--- config.mk ---
export PLATFORM = sky130hd
export DESIGN_NAME = axil_reg_slave
export DESIGN_NICKNAME = d
export VERILOG_FILES = /design/src/rtl/axil_reg_pkg.sv /design/src/rtl/axil_reg_decode.sv /design/src/rtl/axil_reg_slave.sv
export SDC_FILE = /design/constraint.sdc
export NUM_CORES = 1
export LEC_CHECK = 0
export ABC_AREA = 0
export CAP_MARGIN = 25
export CORE_AREA = 2 2 262 264
export CTS_CLUSTER_DIAMETER = 100
export DETAILED_ROUTE_END_ITERATION = 10
export DIE_AREA = 0 0 264 266
export PLACE_DENSITY = 0.67
export SLEW_MARGIN = 20
export SYNTH_ARGS = -nofsm -noshare
export SYNTH_HDL_FRONTEND = slang
export SYNTH_HIERARCHICAL = 1
export SYNTH_SLANG_ARGS = --single-unit
--- constraint.sdc ---
create_clock -name aclk -period 14 [get_ports aclk]
set_input_delay 2.1 -clock aclk [delete_from_list [all_inputs] [get_ports aclk]]
set_output_delay 2.1 -clock aclk [all_outputs]
set_load 0.05 [all_outputs]
--- src/rtl/axil_reg_pkg.sv ---
// axil_reg_pkg: shared response codes, FSM encodings and sizing helper for the AXI-Lite register bank.
package axil_reg_pkg;
    localparam logic [1:0] RESP_OKAY   = 2'b00;
    localparam logic [1:0] RESP_SLVERR = 2'b10;
    localparam logic [1:0] RESP_DECERR = 2'b11;

    localparam logic [0:0] W_IDLE = 1'b0;
    localparam logic [0:0] W_RESP = 1'b1;
    localparam logic [0:0] R_IDLE = 1'b0;
    localparam logic [0:0] R_RESP = 1'b1;

    function automatic int idx_w(input int n);
        return (n > 1) ? $clog2(n) : 1;
    endfunction
endpackage

--- src/rtl/axil_reg_decode.sv ---
// axil_reg_decode: maps a word address onto {hit, is_ro, index} within the register window.
module axil_reg_decode
    import axil_reg_pkg::*;
#(
    parameter int          AXIL_AW   = 16,
    parameter int          NUM_RW    = 8,
    parameter int          NUM_RO    = 8,
    parameter logic [31:0] ADDR_BASE = 32'h0,
    parameter int          IW        = idx_w(NUM_RW + NUM_RO)
) (
    input  logic [29:0]   word_addr,
    output logic          hit,
    output logic          is_ro,
    output logic [IW-1:0] idx
);
    logic [AXIL_AW-3:0] word;
    logic [31:0]        word32;

    // Byte-offset bits were dropped by the caller; only the word offset matters here.
    assign word   = word_addr[AXIL_AW-3:0] - ADDR_BASE[AXIL_AW-1:2];
    assign word32 = 32'(word);
    assign hit    = (word_addr[29:AXIL_AW-2] == ADDR_BASE[31:AXIL_AW]) && (word32 < 32'(NUM_RW + NUM_RO));
    assign is_ro  = word32 >= 32'(NUM_RW);
    assign idx    = IW'(word);
endmodule

--- src/rtl/axil_reg_slave.sv ---
// axil_reg_slave: AXI4-Lite register bank with NUM_RW control registers and NUM_RO status words.
module axil_reg_slave
    import axil_reg_pkg::*;
#(
    parameter int                   AXIL_AW   = 16,
    parameter int                   NUM_RW    = 8,
    parameter int                   NUM_RO    = 8,
    parameter logic [31:0]          ADDR_BASE = 32'h0,
    parameter logic [32*NUM_RW-1:0] RW_RESET  = '0
) (
    input  logic                   aclk,
    input  logic                   rst,
    input  logic                   s_axil_awvalid,
    output logic                   s_axil_awready,
    input  logic [31:0]            s_axil_awaddr,
    input  logic [2:0]             s_axil_awprot,
    input  logic                   s_axil_wvalid,
    output logic                   s_axil_wready,
    input  logic [31:0]            s_axil_wdata,
    input  logic [3:0]             s_axil_wstrb,
    output logic                   s_axil_bvalid,
    input  logic                   s_axil_bready,
    output logic [1:0]             s_axil_bresp,
    input  logic                   s_axil_arvalid,
    output logic                   s_axil_arready,
    input  logic [31:0]            s_axil_araddr,
    input  logic [2:0]             s_axil_arprot,
    output logic                   s_axil_rvalid,
    input  logic                   s_axil_rready,
    output logic [31:0]            s_axil_rdata,
    output logic [1:0]             s_axil_rresp,
    output logic [32*NUM_RW-1:0]   ctrl_regs,
    output logic [NUM_RW-1:0]      ctrl_wr_pulse,
    input  logic [32*NUM_RO-1:0]   status_in
);
    localparam int IW = idx_w(NUM_RW + NUM_RO);

    logic [0:0]              wstate_q, wstate_d, rstate_q, rstate_d;
    logic                    aw_got_q, aw_got_d, w_got_q, w_got_d;
    logic                    awready_q, awready_d, wready_q, wready_d, arready_q, arready_d;
    logic [29:0]             awaddr_q, awaddr_d;
    logic [31:0]             wdata_q, wdata_d, rdata_q, rdata_d;
    logic [3:0]              wstrb_q, wstrb_d;
    logic                    bvalid_q, bvalid_d, rvalid_q, rvalid_d;
    logic [1:0]              bresp_q, bresp_d, rresp_q, rresp_d;
    logic [NUM_RW-1:0][31:0] ctrl_q, ctrl_d;
    logic [NUM_RW-1:0]       pulse_q, pulse_d;

    logic                    aw_hs, w_hs, ar_hs, commit;
    logic [29:0]             eff_wa;
    logic [31:0]             eff_data;
    logic [3:0]              eff_strb;
    logic                    w_hit, w_ro, r_hit, r_ro;
    logic [IW-1:0]           w_idx, r_idx;

    assign aw_hs    = s_axil_awvalid && awready_q;
    assign w_hs     = s_axil_wvalid && wready_q;
    assign ar_hs    = s_axil_arvalid && arready_q;
    assign eff_wa   = aw_hs ? s_axil_awaddr[31:2] : awaddr_q;
    assign eff_data = w_hs ? s_axil_wdata : wdata_q;
    assign eff_strb = w_hs ? s_axil_wstrb : wstrb_q;
    // A same-cycle AW+W commits on its handshake edge; split arrivals commit once both are held.
    assign commit   = (wstate_q == W_IDLE) && ((aw_got_q && w_got_q) || (aw_hs && w_hs));

    axil_reg_decode #(.AXIL_AW(AXIL_AW), .NUM_RW(NUM_RW), .NUM_RO(NUM_RO), .ADDR_BASE(ADDR_BASE), .IW(IW)) u_wdec (
        .word_addr(eff_wa), .hit(w_hit), .is_ro(w_ro), .idx(w_idx)
    );
    axil_reg_decode #(.AXIL_AW(AXIL_AW), .NUM_RW(NUM_RW), .NUM_RO(NUM_RO), .ADDR_BASE(ADDR_BASE), .IW(IW)) u_rdec (
        .word_addr(s_axil_araddr[31:2]), .hit(r_hit), .is_ro(r_ro), .idx(r_idx)
    );

    always_comb begin
        wstate_d = wstate_q;
        aw_got_d = aw_got_q || aw_hs;
        w_got_d  = w_got_q || w_hs;
        awaddr_d = eff_wa;
        wdata_d  = eff_data;
        wstrb_d  = eff_strb;
        bvalid_d = bvalid_q && !s_axil_bready;
        bresp_d  = bresp_q;
        ctrl_d   = ctrl_q;
        pulse_d  = '0;
        if (commit) begin
            wstate_d = W_RESP;
            aw_got_d = 1'b0;
            w_got_d  = 1'b0;
            bvalid_d = 1'b1;
            bresp_d  = !w_hit ? RESP_DECERR : w_ro ? RESP_SLVERR : RESP_OKAY;
            for (int i = 0; i < NUM_RW; i++) begin
                if (w_hit && !w_ro && 32'(w_idx) == i) begin
                    pulse_d[i] = 1'b1;
                    for (int b = 0; b < 4; b++)
                        if (eff_strb[b]) ctrl_d[i][8*b+:8] = eff_data[8*b+:8];
                end
            end
        end else if (wstate_q == W_RESP && s_axil_bready) begin
            wstate_d = W_IDLE;
        end
        awready_d = (wstate_d == W_IDLE) && !aw_got_d;
        wready_d  = (wstate_d == W_IDLE) && !w_got_d;
    end

    // Reads sample ctrl_q, so a commit on the same edge is not yet visible.
    always_comb begin
        rstate_d = rstate_q;
        rvalid_d = rvalid_q && !s_axil_rready;
        rdata_d  = rdata_q;
        rresp_d  = rresp_q;
        if (ar_hs) begin
            rstate_d = R_RESP;
            rvalid_d = 1'b1;
            rdata_d  = '0;
            rresp_d  = r_hit ? RESP_OKAY : RESP_DECERR;
            for (int i = 0; i < NUM_RW; i++)
                if (r_hit && !r_ro && 32'(r_idx) == i) rdata_d = ctrl_q[i];
            for (int j = 0; j < NUM_RO; j++)
                if (r_hit && r_ro && 32'(r_idx) == NUM_RW + j) rdata_d = status_in[32*j+:32];
        end else if (rstate_q == R_RESP && s_axil_rready) begin
            rstate_d = R_IDLE;
        end
        arready_d = rstate_d == R_IDLE;
    end

    always_ff @(posedge aclk or posedge rst) begin
        if (rst) begin
            wstate_q  <= W_IDLE;
            rstate_q  <= R_IDLE;
            aw_got_q  <= 1'b0;
            w_got_q   <= 1'b0;
            awready_q <= 1'b0;
            wready_q  <= 1'b0;
            arready_q <= 1'b0;
            awaddr_q  <= '0;
            wdata_q   <= '0;
            wstrb_q   <= '0;
            bvalid_q  <= 1'b0;
            bresp_q   <= '0;
            rvalid_q  <= 1'b0;
            rdata_q   <= '0;
            rresp_q   <= '0;
            ctrl_q    <= RW_RESET;
            pulse_q   <= '0;
        end else begin
            wstate_q  <= wstate_d;
            rstate_q  <= rstate_d;
            aw_got_q  <= aw_got_d;
            w_got_q   <= w_got_d;
            awready_q <= awready_d;
            wready_q  <= wready_d;
            arready_q <= arready_d;
            awaddr_q  <= awaddr_d;
            wdata_q   <= wdata_d;
            wstrb_q   <= wstrb_d;
            bvalid_q  <= bvalid_d;
            bresp_q   <= bresp_d;
            rvalid_q  <= rvalid_d;
            rdata_q   <= rdata_d;
            rresp_q   <= rresp_d;
            ctrl_q    <= ctrl_d;
            pulse_q   <= pulse_d;
        end
    end

    assign s_axil_awready = awready_q;
    assign s_axil_wready  = wready_q;
    assign s_axil_bvalid  = bvalid_q;
    assign s_axil_bresp   = bresp_q;
    assign s_axil_arready = arready_q;
    assign s_axil_rvalid  = rvalid_q;
    assign s_axil_rdata   = rdata_q;
    assign s_axil_rresp   = rresp_q;
    assign ctrl_regs      = ctrl_q;
    assign ctrl_wr_pulse  = pulse_q;
endmodule
==> impl_metrics.csv <==
group,metric,value,unit
run_status,status,"complete, no violations",
clock_network,cts_tree,"built",
worst_setup_path,path_delay_family,"simple AND/OR/NAND/NOR gates",
worst_setup_path,cp.arrival,6160,ps
worst_setup_path,path_buf_inv,2,
global_route,grt_pass1_wl,133600,µm
sta,fin_setup_tns,0,ps
worst_setup_path,slowest_delay,650,ps
synth,syn-num-nets,2253,
worst_setup_path,crit_top_cell,"a21oi_1",
job,drv_cap,0,
place,gp_congestion,0.9054,
sta,worstMarginPinSlew,1048,ps
die,die_h,266,µm
global_route,antenna_found_initial,28,
place,place_ws,7819,ps
place,dpl_cell_area,26130,µm²
die,core,67750,µm²
hold_path,hp-class,"flop to flop",
power_and_ir_drop,seqPwrFrac,0.383,
worst_setup_path,crit_fanout,31,
power_and_ir_drop,p_per_area,117.1,nW/µm²
clock_network,cts_resized,0,
clock_network,cts-buffers-inserted,44,
synth,ys_seq_area_frac,0.4909,
global_route,grt_util_met3,0.07283,
routing,vias,17920,
synth,synth_ff_type,"dfrtp_1",
clock_network,clk_path_buf_depth,3,
die,initial_core_util,0.2814,
synth,ys_seq_elements,374,
routing,routed_via_density,5.245,
clock_network,hold_buffers,0,
sta,finalHoldViolCount,0,
sta,final.setup_skew,29.73,ps
worst_setup_path,worstSetupStartpointType,"input pin",
routing,drtPass1Iterations,5,
global_route,grt_max_degree,108,
synth,asyncSetResetFlopFracSynth,1.000,
synth,synth_area_per_cell,10.12,µm²
place,dp_hpwl,73540,µm
synth,ys_warn_count,6,
power_and_ir_drop,power.leakage,11.45,nW
routing,drtIter0Drc,1550,
worst_setup_path,cp-end-kind,"flop",
cells_and_area,utilization,0.4091,
die,io_pins,674,
sta,min_period,5670,ps
clock_network,postCtsSetupRepairBufs,0,
routing,drcViolationCount,0,
power_and_ir_drop,peakVddDrop,135.9,µV
synth,ys_types,76,
routing,postRouteAntennaNets,0,
worst_setup_path,crit_required,14490,ps
synth,synth-edff-count,0,
power_and_ir_drop,power.switching,0.001039,W
power_and_ir_drop,p_int,0.002208,W
global_route,grtUsageTotal,0.2660,
global_route,grt_pass1_vias,17570,
place,io_buffers,663,
power_and_ir_drop,combinationalPowerShare,0.242,
worst_setup_path,cpMaxStageDelayCell,"nor4b_4",
power_and_ir_drop,switching_share,0.3199,
sta,setup_viol,0,
die,std_cell_rows,96,
sta,setup_ws,8330,ps
routing,routed_wl,95940,µm
sta,rsz0062_at_grt,"false",
worst_setup_path,path_cells,"clkdlybuf4s50_1 -> nor4_1 -> nand3_1 -> or2_1 -> nor4b_4 -> buf_4 -> and2_1 -> a21oi_1 -> nand4_1 -> o211ai_1 -> a21oi_1",
cells_and_area,fin_nets,2856,
global_route,grtUsageMet1,0.3399,
clock_network,ctsHtreeMaxLevel,2,
worst_setup_path,crit_type,"input pin to flop",
power_and_ir_drop,clkPwrFrac,0.375,
cells_and_area,drive_gt1_frac,0.1161,
cells_and_area,nFillCells,6731,
clock_network,cts_root_buffer,"clkbuf_16",
sta,drv_slew,0,
synth,synth_area,19060,µm²
sta,fmax,0.1764,GHz
die,die_area,70220,µm²
clock_network,clk_latency,590,ps
global_route,use_met2,0.4243,
die,die_w,264,µm
clock_network,clkSinkCount,374,
cells_and_area,post-route-cell-area,27720,µm²
cells_and_area,area_growth,45.39,%
clock_network,clk_pin_slew,60,ps
global_route,overflow,0,
sta,finalCritPeriodShare,0.4050,
global_route,grt.busiest_layer,"met2",
sta,maxSlewHeadroom,0.2811,
synth,syn_inst,1884,
routing,wire_per_inst,28.08,µm
-- worst reg2reg max path, delay by kind of cell, from the launching register on --
kind / cells / cell delay [ps]
and+or+nand+nor: 7 / 2110
DFF: 1 / 420
muxes: 1 / 420
AOI/OAI and AO/OA: 2 / 430
buffers and inverters: 2 / 440
-- metrics by stage --
| stage | hold slack (ps) | total power (W) | std cells |
|---|---|---|---|
| 6_report | 470.2 | 0.003247 | 3417 |
| 3_3_place_gp | 455.1 | 0.002031 | 3318 |
| 5_1_grt | 505.9 | 0.003381 | 3415 |
| 2_1_floorplan | 445.7 | 0.001731 | 1884 |
| 3_5_place_dp | 461.2 | 0.002044 | 3320 |
| 4_1_cts | 473.8 | 0.003266 | 3395 |
-- synth_stat cells, types with 3 or more instances --
library cell | count | area (µm²)
clkbuf_1 | 32 | 120.1
buf_8 | 5 | 75.07
nor4_1 | 14 | 87.58
o21ai_2 | 43 | 376.6
inv_1 | 47 | 176.4
and3_2 | 3 | 22.52
nand2_4 | 5 | 56.30
o21ai_0 | 164 | 820.8
nand3_1 | 12 | 60.06
o221ai_1 | 14 | 122.6
o211ai_1 | 8 | 60.06
a21o_1 | 3 | 22.52
and2_1 | 15 | 93.84
a221o_1 | 4 | 40.04
o2bb2ai_1 | 11 | 96.34
nor2b_1 | 7 | 43.79
a22oi_1 | 22 | 165.2
nor2_1 | 140 | 525.5
o31ai_1 | 4 | 30.03
a21oi_1 | 156 | 780.8
a221oi_1 | 19 | 166.4
mux2_2 | 52 | 585.6
mux2_4 | 3 | 45.04
nor3_1 | 12 | 60.06
mux4_2 | 40 | 900.9
nand2_1 | 282 | 1059
buf_4 | 22 | 165.2
o2111ai_1 | 3 | 26.28
buf_2 | 44 | 220.2
buf_1 | 6 | 22.52
nand2b_1 | 5 | 31.28
a2bb2oi_1 | 4 | 35.03
dfrtp_1 | 374 | 9359
nand4_1 | 4 | 25.02
nand3_4 | 16 | 280.3
mux2i_1 | 65 | 650.6
buf_6 | 29 | 326.6
o22a_1 | 5 | 43.79
and3_1 | 7 | 43.79
o22ai_1 | 38 | 237.7
a31oi_1 | 13 | 81.33
o21ai_1 | 85 | 425.4
o311ai_0 | 4 | 35.03
-- sequential cells by signal, indices dropped and copies added, names as in the netlist, 2 cells and up --
signal	cells
ctrl_regs	256
s_axil_rdata	32
wdata_q	32
awaddr_q	30
ctrl_wr_pulse	8
wstrb_q	4
s_axil_bresp	2
-- layout by cell type, fill, tap and decap left out, types with 9 or more instances in the layout --
cell type	instances
and2_1	14
nand2_1	282
nor3_1	12
o221ai_1	14
clkbuf_8	9
dfrtp_1	374
buf_4	30
mux2i_1	65
mux2_2	52
nor4_1	14
mux4_2	40
a22oi_1	22
clkbuf_16	45
a221oi_1	19
inv_1	46
nand3_4	16
a21oi_1	156
o22ai_1	38
o21ai_2	43
a31oi_1	13
diode_2	19
o2bb2ai_1	11
nor2_1	139
clkdlybuf4s50_1	661
nand3_1	12
o21ai_1	85
o21ai_0	164
-- worst paths after layout --
check | start | slack, ps | end | cells past startpoint
max | s_axil_araddr[15] | 8330 | s_axil_rdata[14] | 11
min | rstate_q | 470 | rstate_q | 1
max reg2reg | s_axil_awready | 10060 | ctrl_regs[17] | 12
min reg2reg | rstate_q | 470 | rstate_q | 1
max in group asynchronous | rst | 9700 | s_axil_rdata[12] | 4
min in group asynchronous | rst | 2070 | awaddr_q[12] | 2
-- area by class of cell --
class | count | area, µm² | share of cell area
diodes | 19 | 47.55 | 0.001715
well taps | 882 | 1104 | 0.03982
repair buffers | 699 | 6937 | 0.2503
clock buffers | 59 | 1269 | 0.04577
multi-input cells | 1321 | 8569 | 0.3092
flip-flops and latches | 374 | 9359 | 0.3377
clock inverters | 16 | 247.7 | 0.008938
inverters | 47 | 183.9 | 0.006636
-- layer usage --
metal  vias up  share of wire
met5         -        0.00056
met2       834           0.47
li1       8027              -
met1      8896           0.41
met4         8          0.041
met3       157          0.084
-- cells by family after synthesis --
group | Yosys count | synth area share
AND/OR/NAND/NOR | 545 | 0.1384
AO/OA/AOI/OAI | 616 | 0.1954
flip-flops | 374 | 0.4909
buffers and inverters | 189 | 0.06078
multiplexers | 160 | 0.1145
-- power by group through the flow --
stage	Clock [W]	Combinational, W	Sequential, W
global route	0.00128	0.000843	0.00126
detailed placement	0	0.000781	0.00126
CTS	0.00124	0.000783	0.00124
floorplan	0	0.000414	0.00132
global placement	0	0.000773	0.00126
finish	0.00122	0.000785	0.00124
No activity file was read; power rests on OpenSTA's default activity.
